### config.mk
export PLATFORM = sky130hd
export DESIGN_NAME = execute_unit
export DESIGN_NICKNAME = d
export VERILOG_FILES = /design/src/rtl/execute_unit.sv
export SDC_FILE = /design/constraint.sdc
export NUM_CORES = 1
export LEC_CHECK = 0
export CORE_ASPECT_RATIO = 0.5
export CORE_MARGIN = 2
export CORE_UTILIZATION = 45
export CTS_CLUSTER_DIAMETER = 200
export CTS_CLUSTER_SIZE = 14
export DETAILED_ROUTE_END_ITERATION = 8
export PLACE_DENSITY = 0.71
export SETUP_SLACK_MARGIN = 0.1
export SKIP_LAST_GASP = 1
export SLEW_MARGIN = 20
export SYNTH_ARGS = -nofsm -noshare
export SYNTH_HDL_FRONTEND = slang
export SYNTH_SLANG_ARGS = --single-unit
### constraint.sdc
create_clock -name clk -period 3.5 [get_ports clk]
set_input_delay 1.05 -clock clk [delete_from_list [all_inputs] [get_ports clk]]
set_output_delay 1.05 -clock clk [all_outputs]
set_load 0.02 [all_outputs]
### src/rtl/execute_unit.sv
// Execute stage: registered ALU result with valid/ready handshake, NZVC flag register and tag passthrough.
// Optional iterative shift-add multiplier (opcode 8) enabled by defining EXECUTE_MUL_EN.
module execute_unit #(
  parameter int WIDTH = 8,
  parameter int TAGW  = 4
) (
  input  logic             clk,
  input  logic             reset,
  input  logic             inValid,
  output logic             inReady,
  input  logic [WIDTH-1:0] data1,
  input  logic [WIDTH-1:0] data2,
  input  logic [WIDTH-1:0] data3,
  input  logic             data2Selector,
  input  logic [3:0]       aluControl,
  input  logic             flagWrite,
  input  logic [TAGW-1:0]  destIn,
  output logic             outValid,
  input  logic             outReady,
  output logic [WIDTH-1:0] aluOutput,
  output logic [TAGW-1:0]  destOut,
  output logic             N,
  output logic             Z,
  output logic             V,
  output logic             C,
  output logic             busy
);

  localparam int SW = (WIDTH > 1) ? $clog2(WIDTH) : 1;

  typedef enum logic [3:0] {
    OP_ADD   = 4'd0,
    OP_SUB   = 4'd1,
    OP_AND   = 4'd2,
    OP_OR    = 4'd3,
    OP_XOR   = 4'd4,
    OP_SHL   = 4'd5,
    OP_SHR   = 4'd6,
    OP_PASSB = 4'd7,
    OP_MUL   = 4'd8
  } op_e;

  logic [WIDTH-1:0] opb;
  logic [WIDTH-1:0] res;
  logic             res_c;
  logic             res_v;
  logic [WIDTH:0]   sum;
  logic [WIDTH:0]   shl_t;
  logic [WIDTH:0]   shr_t;
  logic [SW-1:0]    amt;
  logic             accept;
  logic             is_mul;

  always_comb begin
    opb   = data2Selector ? data3 : data2;
    amt   = opb[SW-1:0];
    sum   = '0;
    // One guard bit on each side captures the last bit shifted out (0 for amount 0).
    shl_t = {1'b0, data1} << amt;
    shr_t = {data1, 1'b0} >> amt;
    res   = '0;
    res_c = 1'b0;
    res_v = 1'b0;
    case (aluControl)
      OP_ADD: begin
        sum   = {1'b0, data1} + {1'b0, opb};
        res   = sum[WIDTH-1:0];
        res_c = sum[WIDTH];
        res_v = (data1[WIDTH-1] == opb[WIDTH-1]) && (res[WIDTH-1] != data1[WIDTH-1]);
      end
      OP_SUB: begin
        sum   = {1'b0, data1} - {1'b0, opb};
        res   = sum[WIDTH-1:0];
        res_c = ~sum[WIDTH];
        res_v = (data1[WIDTH-1] != opb[WIDTH-1]) && (res[WIDTH-1] != data1[WIDTH-1]);
      end
      OP_AND:   res = data1 & opb;
      OP_OR:    res = data1 | opb;
      OP_XOR:   res = data1 ^ opb;
      OP_SHL: begin
        res   = shl_t[WIDTH-1:0];
        res_c = shl_t[WIDTH];
      end
      OP_SHR: begin
        res   = shr_t[WIDTH:1];
        res_c = shr_t[0];
      end
      OP_PASSB: res = opb;
      default:  res = '0;
    endcase
  end

`ifdef EXECUTE_MUL_EN
  typedef enum logic {S_IDLE, S_MULT} state_e;

  state_e              state;
  logic [2*WIDTH-1:0]  acc;
  logic [2*WIDTH-1:0]  mcand;
  logic [2*WIDTH-1:0]  acc_nx;
  logic [WIDTH-1:0]    mplier;
  logic [SW-1:0]       cnt;
  logic                m_fw;
  logic [TAGW-1:0]     m_tag;
  logic                mult_done;
  logic                hi_nz;

  assign is_mul    = (aluControl == OP_MUL);
  assign busy      = (state == S_MULT);
  assign acc_nx    = mplier[0] ? (acc + mcand) : acc;
  assign hi_nz     = |acc_nx[2*WIDTH-1:WIDTH];
  assign mult_done = (state == S_MULT) && (cnt == SW'(WIDTH - 1));
`else
  assign is_mul = 1'b0;
  assign busy   = 1'b0;
`endif

  assign inReady = !busy && (!outValid || outReady);
  assign accept  = inValid && inReady;

  always_ff @(posedge clk or negedge reset) begin
    if (!reset) begin
      outValid  <= 1'b0;
      aluOutput <= '0;
      destOut   <= '0;
      {N, Z, V, C} <= '0;
`ifdef EXECUTE_MUL_EN
      state  <= S_IDLE;
      acc    <= '0;
      mcand  <= '0;
      mplier <= '0;
      cnt    <= '0;
      m_fw   <= 1'b0;
      m_tag  <= '0;
`endif
    end else begin
      if (accept && !is_mul) begin
        outValid  <= 1'b1;
        aluOutput <= res;
        destOut   <= destIn;
        if (flagWrite) {N, Z, V, C} <= {res[WIDTH-1], res == '0, res_v, res_c};
      end
`ifdef EXECUTE_MUL_EN
      // Output slot is known free here: MUL was accepted only with a free slot and nothing enters while busy.
      else if (mult_done) begin
        outValid  <= 1'b1;
        aluOutput <= acc_nx[WIDTH-1:0];
        destOut   <= m_tag;
        if (m_fw) {N, Z, V, C} <= {acc_nx[WIDTH-1], acc_nx[WIDTH-1:0] == '0, hi_nz, hi_nz};
      end
`endif
      else if (outValid && outReady) begin
        outValid <= 1'b0;
      end

`ifdef EXECUTE_MUL_EN
      case (state)
        S_IDLE: begin
          if (accept && is_mul) begin
            state  <= S_MULT;
            cnt    <= '0;
            acc    <= '0;
            mcand  <= {{WIDTH{1'b0}}, data1};
            mplier <= opb;
            m_fw   <= flagWrite;
            m_tag  <= destIn;
          end
        end
        S_MULT: begin
          acc    <= acc_nx;
          mcand  <= mcand << 1;
          mplier <= mplier >> 1;
          if (mult_done) state <= S_IDLE;
          else           cnt   <= cnt + 1'b1;
        end
        default: state <= S_IDLE;
      endcase
`endif
    end
  end

endmodule

==> results of run 1 <==
==> kinds of logic after synthesis <==
family                     Yosys count
buffers and inverters               46
xor gates and xnor gates             9
adders and majority gates           31
DFF                                 17
other                                1
and+or+nand+nor                    117
muxes                               37
AOI/OAI and AO/OA                   94
==> worst register-to-register path: cells and delay by family (launching register included) <==
| family | cells | cell delay, ns |
|---|---|---|
| and+or+nand+nor | 4 | 1.16 |
| DFF | 1 | 0.38 |
| AOI/OAI and AO/OA | 1 | 0.19 |
==> stage by stage <==
stage	setup WS [ns]	power, mW	std cells	instance area, µm²
floorplan	0.0581	0.605	352	2870
global placement	-0.770	0.932	592	4290
finish	0.149	1.24	607	4640
CTS	0.0814	1.21	605	4530
detailed placement	-0.796	0.952	592	4290
global route	0.0686	1.30	607	4640
==> layout make-up <==
| cell class | instances | area, µm² | area share (%) |
|---|---|---|---|
| multi-input cells | 289 | 2380 | 51.3 |
| repair buffers | 183 | 1550 | 33.3 |
| flip-flops and latches | 17 | 425 | 9.16 |
| well taps | 88 | 110 | 2.37 |
| inverters | 26 | 103 | 2.21 |
| clock buffers | 4 | 78.8 | 1.70 |
==> path summary, 6_finish.rpt <==
kind / startpoint / endpoint / slack [ns] / depth (start not counted)
worst min-delay path: aluOutput[0]$_DFFE_PN0P_ / aluOutput[0]$_DFFE_PN0P_ / 0.47 / 2
worst min register to register: aluOutput[0]$_DFFE_PN0P_ / aluOutput[0]$_DFFE_PN0P_ / 0.47 / 2
max in group asynchronous: reset / destOut[3]$_DFFE_PN0P_ / 1.81 / 1
worst max-delay path: data2Selector / Z$_DFFE_PN0P_ / 0.15 / 14
min in group asynchronous: reset / aluOutput[7]$_DFFE_PN0P_ / 1.24 / 1
worst max register to register: outValid$_DFFE_PN0P_ / Z$_DFFE_PN0P_ / 1.72 / 5
==> sequential cells by signal (all words and copies together), names as in the netlist <==
register,cells
C,1
N,1
V,1
Z,1
aluOutput,8
destOut,4
outValid,1
==> layer usage <==
layer  wire, µm  vias up
li1           -     1646
met1       5010     1705
met2       5300      187
met3       1030       24
met4        137        0
met5          0        -
==> cells in the final DEF, fill, tap and decap left out, drive strengths merged, types with 4 or more instances in the layout <==
cell           Yosys  final
buf                3    129
clkdlybuf4s50      0     46
nand2             39     39
ha                29     29
inv               25     26
mux2i             21     21
nor2              19     19
o21ai             18     18
dfrtp             17     17
mux2              14     14
nor3              12     12
a21oi             12     12
o22ai             11     11
dlygate4sd2        0      8
nand3              8      8
a22oi              7      7
nand2b             6      6
xnor2              6      6
a311oi             5      5
o211ai             5      5
a31oi              5      5
a211oi             5      5
nor4               5      5
nor2b              4      4
clkbuf            17      4
a2111oi            4      4
==> what timing repair did <==
| item | CTS | global route |
|---|---|---|
| buffers inserted | 9 | 2 |
| endpoints found under the setup margin | 11 | 8 |
| gates resized for setup | 37 | 20 |
| cloned | 0 | 0 |
| pin swaps | 17 | 15 |
==> where the power goes <==
part	internal, mW	switching (mW)	leakage, nW
Combinational	0.397	0.377	1.84
Sequential	0.230	0.0172	0.213
Clock	0.154	0.0688	0.0382
Total	0.781	0.463	2.10
==> summary.md, run 1 <==
| Metric | Value |
|---|---|
| Most frequent cell after synthesis | `nand2_1` |
| First-pass GRT wire length | `17,100 µm` |
| Adder-cell share of the synthesized area | `14.4%` |
| Sink Count | `17` |
| Crit path largest cell delay | `0.41 ns` |
| Crit-path cells | `buf_6 > buf_12 > mux2i_4 > inv_2 > ha_4 > fa_2 > nor2_2 > buf_4 > o311a_1 > or4_1 > a21o_1 > nand4b_1 > nor4_1 > a32o_1` |
| HP Class | `flip-flop to flip-flop` |
| Worst Clk Skew | `0.000725 ns` |
| Arr. time, crit path | `3.48 ns` |
| Setup repair after global routing missed its margin | `yes` |
| Synth Flop Type | `dfrtp_1` |
| Routed len/inst | `18.9 µm` |
| Fin. Hold Viols | `0` |
| Simple-gate area share of the yosys netlist | `21.8%` |
| Cell Pwr Density | `268 nW/µm²` |
| # hold bufs at CTS | `0` |
| Die ar. | `6890 µm²` |
| Post-synthesis sequential area ratio | `15.2%` |
| Maximum fanout along the worst path | `6` |
| Fin crit period | `3.35 ns` |
| Detailed Routing Iterations Pass 1 | `5` |
| Clk Latency, worst-skew pair | `0.24 ns` |
| TritonCTS clock tree | `done` |
| Port Buffers | `55` |
| Unique masters post-synth | `63` |
| Max Buffers Root-to-Sink | `2` |
| Final period util | `95.7%` |
| CTS root buf | `clkbuf_16` |
| Leak | `2.10 nW` |
| Leading area contributor after synthesis | `dfrtp_1` |
| Core area | `6030 µm²` |
| WP buf/inv | `4` |
| Cell family with most CP delay | `compound AO/OA/AOI/OAI gates` |
| GR Layer Usage met1 | `44.8%` |
| Fin. max-slew vios | `0` |
| Post-synthesis mux area share | `15.7%` |
| Synthesized area | `2790 µm²` |
| Syn Nets | `421` |
| Synth-to-Final Area Change | `66.3%` |
| Critical Path RT | `3.63 ns` |
| Met3 GRT Util | `5.07%` |
| Final #Nets | `589` |
| Proportion of netlist area held by the largest area contributor | `15.2%` |
| Register bit count reported by yosys | `17` |
| Minimum hold slack | `0.472 ns` |
| Max Cap Viol | `0` |
| Antenna violations before repair | `0` |
| CTS Buf Count | `3` |
| Yosys warnings | `0` |
| Vias in the first global route | `3,307` |
| GRT overflow | `0` |
| Largest net degree at the start of global routing | `18` |
| Fillcell total | `451` |
| Total negative slack | `0 ns` |
| Least-Margin Pin Slew | `0.719 ns` |
| Largest family of logic cells by synthesized area | `compound AO/OA/AOI/OAI gates` |
| Top post-synthesis cells by count | `39 x nand2_1, 29 x ha_1, 22 x inv_1, 19 x mux2i_1, 19 x nor2_1` |
| RD Place Congestion | `0.974` |
| Area contributors post-synth | `dfrtp_1 15%, ha_1 13%, mux2i_1 6.8%` |
| Ports | `57` |
| Ys async rst share | `100%` |
| # rows | `20` |
| Synth Area in XOR/XNOR | `2.82%` |
| ANT cells | `0` |
| DRT iter0 DRCs | `318` |
| Synth Area in Compound Gates | `23.1%` |
| Die Ht | `59.7 µm` |
| Layout cells sized above 1 | `36.0%` |
| Mapped Cells | `352` |
| Critical Path End Type | `flip-flop` |
| DRC | `0` |
| Avg Cell Area, Syn | `7.93 µm²` |
| Max VDD drop | `0.000210 V` |
| Avg Vias per Cell | `5.87` |
| Met2 Track Usage GR | `57.0%` |
| H-tree depth | `1` |
| Via count | `3,562` |
| CP startpoint kind | `input port` |
| Global-route usage over all layers | `32.8%` |
| Slowest cell on crit path | `or4_1` |
| Post-synth EDFFs | `0` |
| Clock slew at reported path FFs | `0.05 ns` |
| Final WL | `11,500 µm` |
| Global routing's busiest layer | `met2` |
| # setup viols final | `0` |
| Slew headroom | `51.9%` |
| Crit path kind | `input port to flip-flop` |
| Die width | `115 µm` |
| Maximum clock rate | `0.298 GHz` |
| DRT antenna net count | `0` |
| Layout Utilization | `77.0%` |
| Initial Utilization | `46.3%` |
| Final HPWL DP | `9240 µm` |
| Status | `finished clean` |
Power figures use the tool's default switching activity.
==> run 2, diff against run 1 <==
SKIP_CTS_REPAIR_TIMING = 1   (was unset)
==> summary.md, run 2 (synthesis results as in run 1) <==
| Metric | Value |
|---|---|
| GRT overflow | `0` |
| Clk Latency, worst-skew pair | `0.24 ns` |
| Max VDD drop | `0.000209 V` |
| Layout Utilization | `75.8%` |
| RD Place Congestion | `0.974` |
| Initial Utilization | `46.3%` |
| Cell Pwr Density | `268 nW/µm²` |
| Total negative slack | `0 ns` |
| # setup viols final | `0` |
| # rows | `20` |
| TritonCTS clock tree | `done` |
| Max Cap Viol | `0` |
| Core area | `6030 µm²` |
| Detailed Routing Iterations Pass 1 | `5` |
| Layout cells sized above 1 | `34.5%` |
| Synth-to-Final Area Change | `63.7%` |
| Arr. time, crit path | `3.62 ns` |
| Max Buffers Root-to-Sink | `2` |
| Fin. Hold Viols | `0` |
| Routed len/inst | `18.8 µm` |
| Worst Clk Skew | `0.00102 ns` |
| Die ar. | `6890 µm²` |
| Vias in the first global route | `3,273` |
| Dpl ws | `-0.796 ns` |
| Most common cell after layout, fill and taps aside | `buf_4` |
| CP startpoint kind | `input port` |
| HP Class | `flip-flop to flip-flop` |
| Largest register FFs | `8` |
| Via count | `3,532` |
| Final period util | `99.5%` |
| Least-Margin Pin Slew | `0.723 ns` |
| DRC | `0` |
| Ports | `57` |
| Die Ht | `59.7 µm` |
| Port Buffers | `55` |
| DRT iter0 DRCs | `329` |
| Inst Count DP | `592` |
| ANT cells | `0` |
| H-tree depth | `1` |
| Largest register by flop count | `aluOutput` |
| Critical Path End Type | `flip-flop` |
| Final WL | `11,300 µm` |
| Fin. max-slew vios | `0` |
| Placed Area | `4290 µm²` |
| Leak | `2.10 nW` |
| Fin crit period | `3.48 ns` |
| Slew headroom | `51.6%` |
| Die width | `115 µm` |
| CTS root buf | `clkbuf_16` |
| Maximum fanout along the worst path | `3` |
| Largest net degree at the start of global routing | `18` |
| Avg Vias per Cell | `5.88` |
| Crit path kind | `input port to flip-flop` |
| First-pass GRT wire length | `17,000 µm` |
| CTS Buf Count | `3` |
| Fillcell total | `472` |
| Clock slew at reported path FFs | `0.05 ns` |
| Final worst setup slack | `0.0158 ns` |
| Global-route usage over all layers | `32.4%` |
| Minimum hold slack | `0.473 ns` |
| Antenna violations before repair | `0` |
| Final instance area | `4570 µm²` |
| Commonest cells after routing, fill and taps aside | `116 x buf_4, 49 x clkdlybuf4s50_1, 39 x nand2_1` |
| Biggest regs | `aluOutput (8), destOut (4)` |
| Status | `finished clean` |
| DRT antenna net count | `0` |
| Non-Filler Instances | `601` |
| Final #Nets | `583` |
| Setup repair after global routing missed its margin | `yes` |
| Final HPWL DP | `9240 µm` |
| Critical Path RT | `3.63 ns` |
| Sink Count | `17` |
| Final total power | `1.22 mW` |
| Maximum clock rate | `0.287 GHz` |
run 2: cell type report:
type                    count  area, µm²  area share (%)
clock buffers               4       78.8            1.72
inverters                  26        103            2.24
multi-input cells         289       2340            51.2
flip-flops and latches     17        425            9.31
well taps                  88        110            2.41
repair buffers            177       1510            33.1
run 2: layer usage:
metal  wire (µm)  global-route usage (%)
met2        5060                    54.8
met3        1090                    5.27
met4         177                    5.51
met1        4960                    44.9
met5           0                       0
run 2: critical path, stage by stage:
cell	delay, ns
clkdlybuf4s50_1	0.44
mux2i_4	0.22
buf_4	0.16
ha_1	0.27
a21oi_2	0.24
o22ai_2	0.14
o41a_1	0.44
nor3_1	0.20
buf_4	0.14
nor4b_4	0.05
a32o_1	0.26
run 2: worst paths after layout:
kind	depth (start not counted)	endpoint	startpoint	slack [ns]
min reg2reg	2	aluOutput[0]$_DFFE_PN0P_	aluOutput[0]$_DFFE_PN0P_	0.47
max	11	Z$_DFFE_PN0P_	data2[1]	0.02
min in group asynchronous	1	C$_DFFE_PN0P_	reset	1.24
max in group asynchronous	1	destOut[3]$_DFFE_PN0P_	reset	1.80
max reg2reg	5	Z$_DFFE_PN0P_	outValid$_DFFE_PN0P_	1.82
min	2	aluOutput[0]$_DFFE_PN0P_	aluOutput[0]$_DFFE_PN0P_	0.47
run 2: report_power, final:
group,leakage (nW),internal [mW],switching [mW]
Clock,0.0382,0.154,0.0686
Sequential,0.213,0.230,0.0172
Combinational,1.84,0.384,0.370
